File: src/rtl/pu_shift_seq.sv
// pu_shift_seq: sequences one shift command into a pu_shift unit (init, work, oe).
// Optional: SHIFT_AUTO_STEP_EN splits each shift into 8-bit steps then 1-bit steps.
module pu_shift_seq #(
   parameter int DATA_WIDTH  = 32,
   parameter int ATTR_WIDTH  = 4,
   parameter int SHIFT_WIDTH = 5,
   parameter int PU_OUT_LAT  = 0
) (
   input  logic                   clk,
   input  logic                   rst,
   input  logic                   cmd_valid,
   output logic                   cmd_ready,
   input  logic [DATA_WIDTH-1:0]  cmd_data,
   input  logic [ATTR_WIDTH-1:0]  cmd_attr,
   input  logic [SHIFT_WIDTH-1:0] cmd_amount,
   input  logic                   cmd_direction,
   input  logic                   cmd_mode,
   input  logic                   cmd_step,
   output logic                   res_valid,
   input  logic                   res_ready,
   output logic [DATA_WIDTH-1:0]  res_data,
   output logic [ATTR_WIDTH-1:0]  res_attr,
   output logic                   signal_work,
   output logic                   signal_direction,
   output logic                   signal_mode,
   output logic                   signal_step,
   output logic                   signal_init,
   output logic                   signal_oe,
   output logic [DATA_WIDTH-1:0]  pu_data_in,
   output logic [ATTR_WIDTH-1:0]  pu_attr_in,
   input  logic [DATA_WIDTH-1:0]  pu_data_out,
   input  logic [ATTR_WIDTH-1:0]  pu_attr_out
);

   typedef enum logic [2:0] {
      S_IDLE,
      S_INIT,
      S_WORK,
      S_OE,
      S_WAIT,
      S_DONE
   } state_t;

   localparam logic [SHIFT_WIDTH-1:0] ONE = SHIFT_WIDTH'(1);

   state_t                  state_q, state_d;
   logic                    armed_q;
   logic [DATA_WIDTH-1:0]   data_q, data_d;
   logic [ATTR_WIDTH-1:0]   attr_q, attr_d;
   logic [SHIFT_WIDTH-1:0]  cnt_q, cnt_d;
   logic                    dir_q, dir_d;
   logic                    mode_q, mode_d;
   logic [DATA_WIDTH-1:0]   rdata_q, rdata_d;
   logic [ATTR_WIDTH-1:0]   rattr_q, rattr_d;
   logic                    accept;

`ifdef SHIFT_AUTO_STEP_EN
   localparam logic [SHIFT_WIDTH-1:0] LO_MASK = SHIFT_WIDTH'(7);
   // hi_q: remaining 8-bit work cycles, issued before the 1-bit ones
   logic [SHIFT_WIDTH-1:0]  hi_q, hi_d;
`else
   logic                    step_q, step_d;
`endif

   assign accept = cmd_valid & cmd_ready;

   always_comb begin
      state_d = state_q;
      data_d  = data_q;
      attr_d  = attr_q;
      cnt_d   = cnt_q;
      dir_d   = dir_q;
      mode_d  = mode_q;
      rdata_d = rdata_q;
      rattr_d = rattr_q;
`ifdef SHIFT_AUTO_STEP_EN
      hi_d    = hi_q;
`else
      step_d  = step_q;
`endif
      unique case (state_q)
         S_IDLE: begin
            if (accept) begin
               data_d  = cmd_data;
               attr_d  = cmd_attr;
               dir_d   = cmd_direction;
               mode_d  = cmd_mode;
`ifdef SHIFT_AUTO_STEP_EN
               hi_d    = cmd_amount >> 3;
               cnt_d   = (cmd_amount >> 3) + (cmd_amount & LO_MASK);
`else
               step_d  = cmd_step;
               cnt_d   = cmd_amount;
`endif
               state_d = S_INIT;
            end
         end
         S_INIT: begin
            state_d = (cnt_q == '0) ? S_OE : S_WORK;
         end
         S_WORK: begin
            cnt_d = cnt_q - ONE;
`ifdef SHIFT_AUTO_STEP_EN
            if (hi_q != '0) hi_d = hi_q - ONE;
`endif
            if (cnt_q == ONE) state_d = S_OE;
         end
         S_OE: begin
            if (PU_OUT_LAT == 0) begin
               rdata_d = pu_data_out;
               rattr_d = pu_attr_out;
               state_d = S_DONE;
            end else begin
               state_d = S_WAIT;
            end
         end
         S_WAIT: begin
            rdata_d = pu_data_out;
            rattr_d = pu_attr_out;
            state_d = S_DONE;
         end
         S_DONE: begin
            if (res_ready) state_d = S_IDLE;
         end
         default: state_d = S_IDLE;
      endcase
   end

   always_ff @(posedge clk or posedge rst) begin
      if (rst) begin
         state_q <= S_IDLE;
         armed_q <= 1'b0;
         data_q  <= '0;
         attr_q  <= '0;
         cnt_q   <= '0;
         dir_q   <= 1'b0;
         mode_q  <= 1'b0;
         rdata_q <= '0;
         rattr_q <= '0;
`ifdef SHIFT_AUTO_STEP_EN
         hi_q    <= '0;
`else
         step_q  <= 1'b0;
`endif
      end else begin
         state_q <= state_d;
         armed_q <= 1'b1;
         data_q  <= data_d;
         attr_q  <= attr_d;
         cnt_q   <= cnt_d;
         dir_q   <= dir_d;
         mode_q  <= mode_d;
         rdata_q <= rdata_d;
         rattr_q <= rattr_d;
`ifdef SHIFT_AUTO_STEP_EN
         hi_q    <= hi_d;
`else
         step_q  <= step_d;
`endif
      end
   end

   // PU controls decode from state_q only; armed_q holds off ready until a clock after reset
   assign cmd_ready        = armed_q & (state_q == S_IDLE);
   assign signal_init      = (state_q == S_INIT);
   assign signal_work      = (state_q == S_WORK);
   assign signal_oe        = (state_q == S_OE);
   assign signal_direction = signal_work & dir_q;
   assign signal_mode      = signal_work & mode_q;
`ifdef SHIFT_AUTO_STEP_EN
   assign signal_step      = signal_work & (hi_q != '0);
`else
   assign signal_step      = signal_work & step_q;
`endif
   assign pu_data_in       = data_q;
   assign pu_attr_in       = attr_q;
   assign res_valid        = (state_q == S_DONE);
   assign res_data         = rdata_q;
   assign res_attr         = rattr_q;

endmodule
File: config.mk
export PLATFORM = sky130hd
export DESIGN_NAME = pu_shift_seq
export DESIGN_NICKNAME = d
export VERILOG_FILES = /design/src/rtl/pu_shift_seq.sv
export SDC_FILE = /design/constraint.sdc
export NUM_CORES = 1
export LEC_CHECK = 0
export ABC_AREA = 1
export CAP_MARGIN = 15
export CORE_ASPECT_RATIO = 1.75
export CORE_MARGIN = 2
export CORE_UTILIZATION = 37
export DETAILED_ROUTE_END_ITERATION = 8
export MAX_ROUTING_LAYER = met4
export PLACE_DENSITY_LB_ADDON = 0.25
export REMOVE_ABC_BUFFERS = 1
export SYNTH_ARGS = -nofsm -noshare
export SYNTH_HDL_FRONTEND = slang
export SYNTH_SLANG_ARGS = --single-unit
export TNS_END_PERCENT = 20
File: constraint.sdc
create_clock -name clk -period 2.5 [get_ports clk]
set_input_delay 0.375 -clock clk [delete_from_list [all_inputs] [get_ports clk]]
set_output_delay 0.375 -clock clk [all_outputs]
set_load 0.005 [all_outputs]
After elaboration in Yosys (flattened, before gate mapping)
Index checks and enable logic that the tools add are counted.
Word-level totals
  flip-flop bits (word level): 84
  bits in latches: 0
  memory bits (writable): 0
  memory bits (read-only): 0
  output and inout port bits: 80
  word-level logic and storage cells: 39
  memories: 0
Cells by class
  add/subtract/negate cells: 1
  multiply operators: 0
  divide/modulo/power cells: 0
  order comparisons: 0
  equal/unequal tests: 9
  shift-type cells: 0
  mux-type cells: 7
  bitwise logic cells: 5
  reductions and logical operators: 7
Operators by type and width (number)
  $pmux W3 S5: 1
  $pmux W5 S2: 1
  $mux W3: 3
  $eq A3 B2 Y1 const B: 2
  $eq A3 B3 Y1 const B: 2
  $and A1 B1 Y1: 5
  $eq A5 B1 Y1 const B: 1
  $logic_not A5 Y1: 1
  $mux W5: 1
  $sub A5 B1 Y5 const B: 1
  $ne A2 B1 Y1 const B: 2
  $reduce_and A2 Y1: 2
  $eq A3 B1 Y1 const B: 1
  $logic_not A3 Y1: 1
  $reduce_and A3 Y1: 1
  $ne A2 B2 Y1 const B: 1
  $reduce_bool A2 Y1: 1
  $reduce_or A2 Y1: 1
  $mux W1: 1

Logic depth before layout (Yosys ltp)
Gate-level depths: netlist (run 1).
  depth after elaboration: 5
  gate-level depth with buffers: 10
  mapped depth without buffers: 10

Worst setup path after synthesis (run 1)
No wires, ideal clock.
  path type: reg2out
  start: register state_q[2]
  end: output signal_direction
  arrival: 966 ps
  required time: 2125 ps
  setup slack: 1159 ps
  cell stages (with the launch flop): 5
  path buffers: 1
  cell sequence: dfrtp_1 -> nor2_4 -> nand2_1 -> buf_2 -> nor2_1
On the way
  cells in the longest elaborated chain, start to end: 2
RTL lines
  start: declaration: RTL line 46  | state_t state_q, state_d;
  start signal: assignment: RTL line 146  | state_q <= state_d;
  $eq A3 B2 Y1: RTL line 166  | assign signal_work = (state_q == S_WORK);
  $and A1 B1 Y1: RTL line 168  | assign signal_direction = signal_work & dir_q;
  end: declaration: RTL line 24  | output logic signal_direction,
No other way between the ends.

Worst setup path in the final report (run 1)
  start: register state_q[2]
  end: output signal_work
On the way
  cells in the longest elaborated chain, start to end: 1
RTL lines
  $eq A3 B2 Y1: RTL line 166
  end: declaration: RTL line 23  | output logic signal_work,
No other way between the ends.

==> run metrics, run 1 <==
outcome=completed; total global routing overflow=0; max frequency=457 MHz; Final period util=87.5%; Critical Path Source Type=flop; RSZ-0062 raised after global routing=no; input/output buffers=163; count of final max-slew check failures=0; WS Path Type=flop to primary output; Async SR Flop Fraction=100%; sequential-to-total area share from yosys stat=60.8%; most common cell in the netlist=nand2_1; IO Count=164; clock slew at reported path FFs=0.06 ns; max-cap viol count=0; die height=132 um; Area Overhead vs Synth=59.2%; CTS Buf Count=9; slew margin rel.=57.8%; Post-Route WL=9.10 mm; Gate Count Post-Synth=405; H-tree levels=3; Post-synth EDFFs=0; Core Rows=46; clk buf depth=2; fill count=862; vias in the first global route=3,109; Hold WC Path Type=input port to asynchronous set/reset pin; Synth Flop Type=dfrtp_1; wire per inst=13.1 um; first-pass GRT wire length=15.0 mm; Synth Warn #=0; number of diodes=0; Final Non-Filler Cells=693; Synth top area share=60.8%; peak supply drop=0.599 mV; PostCTS Resize Cnt=0; Final setup viols=0; GPL Wtd Cong=0.762; CTS tree=built; Final Power=6.55 mW; Total Neg Setup Slack=0 ns; initial antenna violation count=0; Cell Count Post-Placement=678; Worst-Margin Slew=0.632 ns; Synth area leader=dfrtp_1; DR DRC count=0; Global Route Usage Sum=19.0%; clk_skew=0.00763 ns; Die Wd=77.1 um; Initial Utilization=38.0%; Tmin final=2.19 ns; largest net degree at the start of global routing=41; postcts setup bufs=0; Routed Antenna Nets=0; Nets=655; worst setup margin=0.313 ns; core footprint=0.00909 mm2; count of hold-fix buffers inserted at cts=0; initial detailed-routing violation count=152; list of most frequent post-synthesis cells=242 x nand2_1, 84 x dfrtp_1, 14 x inv_1; Setup crit end kind=primary output; clk_lat worst skew=0.33 ns; Core Util, Final=60.6%; share of cells above drive strength 1=5.06%; pre-CTS WS=0.681 ns; worst endpoint data arrival time=1.81 ns; hpwl dp=6.68 mm; Mean Syn Cell Area=8.54 um2; LEAKAGE=2.71 nW; CTS Root Buffer Type=clkbuf_16; #FFs+latches synth=84; Synth Cell Area=0.00346 mm2; top post-synthesis cells by area=dfrtp_1 61%, nand2_1 26%, nand3_1 1.6%; Die Area=0.0102 mm2; worst path required time=2.12 ns; clk sinks=84; Via density=4.49; peak fanout along the critical path=5; Netlist cell types=22; final hold violations=0; First-pass DRT Iterations=4; DR vias=3,109; Power Dens Cells=1190 mW/mm2
==> power breakdown <==
group	internal, mW	leakage, nW	switching, mW
Sequential	2.01	1.04	0.364
Combinational	1.55	1.52	1.26
Clock	0.869	0.142	0.495
Total	4.43	2.71	2.12
==> through the flow <==
stage / hold WS (ns) / cell area, um2
after floorplan: 0.465 / 3340
after global placement: 0.454 / 5200
after detailed placement: 0.458 / 5200
after CTS: 0.446 / 5510
after global routing: 0.465 / 5510
final: 0.423 / 5510
==> sequential cells by signal (all words and copies together), names as in the netlist <==
name / cells
cnt_q: 5
step_q: 1
armed_q: 1
res_data: 32
dir_q: 1
mode_q: 1
pu_attr_in: 4
pu_data_in: 32
state_q: 3
res_attr: 4
==> cell families (layout without fill, tap and decap cells) <==
| family | after synthesis | in the layout | share of synthesized area, % |
|---|---|---|---|
| AND/OR/NAND/NOR | 274 | 274 | 31.3 |
| flip-flops | 84 | 84 | 60.8 |
| buffers and inverters | 33 | 201 | 5.42 |
| AO/OA/AOI/OAI | 11 | 11 | 1.66 |
| adder cells (fa/ha/maj) | 2 | 2 | 0.723 |
| other | 1 | 1 | 0.108 |
==> critical path, cell delays in order, from the launching register on <==
cell	delay, ns
dfrtp_1	0.44
inv_2	0.13
nand2_1	0.05
nor2_1	0.26
clkdlybuf4s50_1	0.60
==> layout make-up <==
class / count / area, um2 / share of cell area [%]
clock buffers: 11 / 233 / 4.23
clock inverters: 4 / 75.1 / 1.36
inverters: 18 / 71.3 / 1.29
multi-input cells: 288 / 1170 / 21.2
flip-flops and latches: 84 / 2100 / 38.2
well taps: 120 / 150 / 2.73
repair buffers: 168 / 1710 / 31.0
==> per-layer routing <==
layer,up-vias,part of all wire [%],GRT usage (%)
li1,1550,-,-
met1,1451,39,20.9
met2,94,53,32.7
met3,14,5.0,4.38
met4,0,2.5,8.13
met5,-,0,-
==> final timing paths <==
| path | from | endpoint | slack [ns] | cells past startpoint |
|---|---|---|---|---|
| worst min-delay path | rst | res_data[19] | 0.42 | 2 |
| max in group asynchronous | rst | res_attr[3] | 1.49 | 3 |
| worst max register to register | state_q[0] | res_attr[0] | 0.90 | 6 |
| worst min register to register | res_data[12] | res_data[12] | 0.47 | 2 |
| min in group clk | res_data[12] | res_data[12] | 0.47 | 2 |
| worst max-delay path | state_q[2] | signal_work | 0.31 | 4 |
==> layout by cell type, fill, tap and decap left out, drive strengths merged <==
cell type      netlist  routed
nand2              245     245
clkdlybuf4s50        0     163
dfrtp               84      84
inv                 18      17
nor2                15      15
nand3               11      11
clkbuf               0      11
o21ai                9       9
buf                 15       5
ha                   2       2
clkinvlp             0       2
bufinv               0       2
nand4                2       2
a21oi                1       1
or2                  1       1
o21bai               1       1
clkinv               0       1
conb                 1       1
Note: power is estimated with default switching activity, not from simulation.
==> run 2: changes to the inputs <==
--- a/config.mk
+++ b/config.mk
@@ -9,7 +9,7 @@
 export CAP_MARGIN = 15
 export CORE_ASPECT_RATIO = 1.75
 export CORE_MARGIN = 2
-export CORE_UTILIZATION = 37
+export CORE_UTILIZATION = 41
 export DETAILED_ROUTE_END_ITERATION = 8
 export MAX_ROUTING_LAYER = met4
 export PLACE_DENSITY_LB_ADDON = 0.25
==> constraint.sdc (replaced) <==
create_clock -name clk -period 2.2 [get_ports clk]
set_input_delay 0.33 -clock clk [delete_from_list [all_inputs] [get_ports clk]]
set_output_delay 0.33 -clock clk [all_outputs]
set_load 0.005 [all_outputs]
==> run 2 against run 1 <==
  * Register-to-register slack got worse by 0.32 ns
  * Clock-buffer cell count fell by 1
  * Final area fell by 0.39%
  * Worst setup slack got worse by 0.22 ns
  * Hold slack got worse by 0.094 ns
  * Wire length fell by 2.3%
  * Sequential cell count did not move
  * Sequential share of layout area rose by 0.15 points
  * Critical path type unchanged
  * Non-clock buffer count rose by 1
==> run metrics, run 2 (same netlist as run 1, synthesis figures left out) <==
clk_skew=0.00664 ns; share of cells above drive strength 1=5.57%; commonest cells after routing, fill and taps aside=242 x nand2_1, 163 x clkdlybuf4s50_1, 84 x dfrtp_1, 13 x nor2_1, 13 x inv_1; Total Neg Setup Slack=0 ns; outcome=completed; Initial Utilization=41.9%; Final period util=96.0%; die height=126 um; Post-Route WL=8.89 mm; Critical Path Source Type=flop; Final Power=7.58 mW; Tmin final=2.11 ns; LEAKAGE=2.73 nW; Routed Antenna Nets=0; Fin Hold WS=0.329 ns; CTS Root Buffer Type=clkbuf_16; Setup crit end kind=primary output; DR DRC count=0; Via density=4.61; fill count=689; RSZ-0062 raised after global routing=no; hpwl dp=6.55 mm; most common cell after layout, fill and taps aside=nand2_1; input/output buffers=163; first-pass GRT wire length=14.7 mm; count of final max-slew check failures=0; register area=0.00210 mm2; postcts setup bufs=0; Global Route Usage Sum=21.1%; internal power=5.16 mW; clock power share=22.4%; final hold violations=0; Nets=656; max frequency=474 MHz; wire per inst=13.3 um; Hold WC Path Type=input port to asynchronous set/reset pin; vias in the first global route=3,141; GPL Wtd Cong=0.811; Final Non-Filler Cells=666; CTS tree=built; IO Count=164; Comb power frac=41.9%; Core Rows=44; multi-input logic area=0.00117 mm2; peak supply drop=0.747 mV; sequential power share=35.7%; clk sinks=84; Power Dens Cells=1380 mW/mm2; Psw=2.42 mW; worst path required time=1.87 ns; DR vias=3,071; largest net degree at the start of global routing=41; Die Area=0.00922 mm2; Die Wd=73.4 um; clk_lat worst skew=0.33 ns; clock slew at reported path FFs=0.06 ns; Area Overhead vs Synth=58.6%; clk buf depth=2; CTS Buf Count=9; number of diodes=0; initial antenna violation count=0; max-cap viol count=0; Final setup viols=0; Cell Count Post-Placement=651; count of hold-fix buffers inserted at cts=0; initial detailed-routing violation count=223; PostCTS Resize Cnt=0; core footprint=0.00826 mm2; total global routing overflow=0; peak fanout along the critical path=5; H-tree levels=3; worst endpoint data arrival time=1.78 ns; switch share=31.9%; First-pass DRT Iterations=4; WS Path Type=flop to primary output
-- run 2: cell count changes in the layout (fill, tap and decap cells not counted), sizes merged --
cell and delta:
clkbuf -1, bufinv +1, clkinv +2, buf +1
clkinvlp -2
-- run 2: power groups by stage --
stage,clock network [mW],logic [mW],registers [mW]
6_report,1.70,3.18,2.71
5_1_grt,1.81,3.55,2.80
4_1_cts,1.74,3.24,2.71
3_5_place_dp,0,3.23,2.72
3_3_place_gp,0,3.16,2.70
2_1_floorplan,0,1.26,2.74
-- run 2: final timing paths --
path                              start             end  slack [ns]  depth (start not counted)
max                          state_q[2]     signal_work        0.09                          4
min                                 rst    res_data[30]        0.33                          2
max reg2reg                  state_q[0]     res_data[7]        0.58                          6
min reg2reg                res_data[11]    res_data[11]        0.47                          2
max in group asynchronous           rst  pu_data_in[23]        1.17                          3
min in group clk           res_data[11]    res_data[11]        0.47                          2
-- run 2: critical path, stage by stage (launching register included) --
cell             delay (ns)
dfrtp_1                0.44
inv_2                  0.13
nand2_1                0.05
nor2_1                 0.26
clkdlybuf4s50_1        0.57
-- run 2: per-stage QoR --
step,setup WS [ns],utilization [%],area (um2)
floorplan,-0.295,-,3340
global placement,0.504,62.3,5150
detailed placement,0.434,62.3,5150
CTS,0.0756,66.4,5490
global route,0.0120,66.4,5490
finish,0.0888,66.4,5490
-- run 2: area by class of cell --
type	count	area share (%)
clock buffers	10	4.36
clock inverters	5	1.82
inverters	18	1.30
multi-input cells	288	21.3
flip-flops and latches	84	38.3
well taps	92	2.10
repair buffers	169	30.8
-- run 2: layer usage --
layer / track usage [%] / routed length [um]
met4: 10.7 / 269
met1: 23.7 / 3510
met5: - / 0
met2: 34.5 / 4730
met3: 4.59 / 373
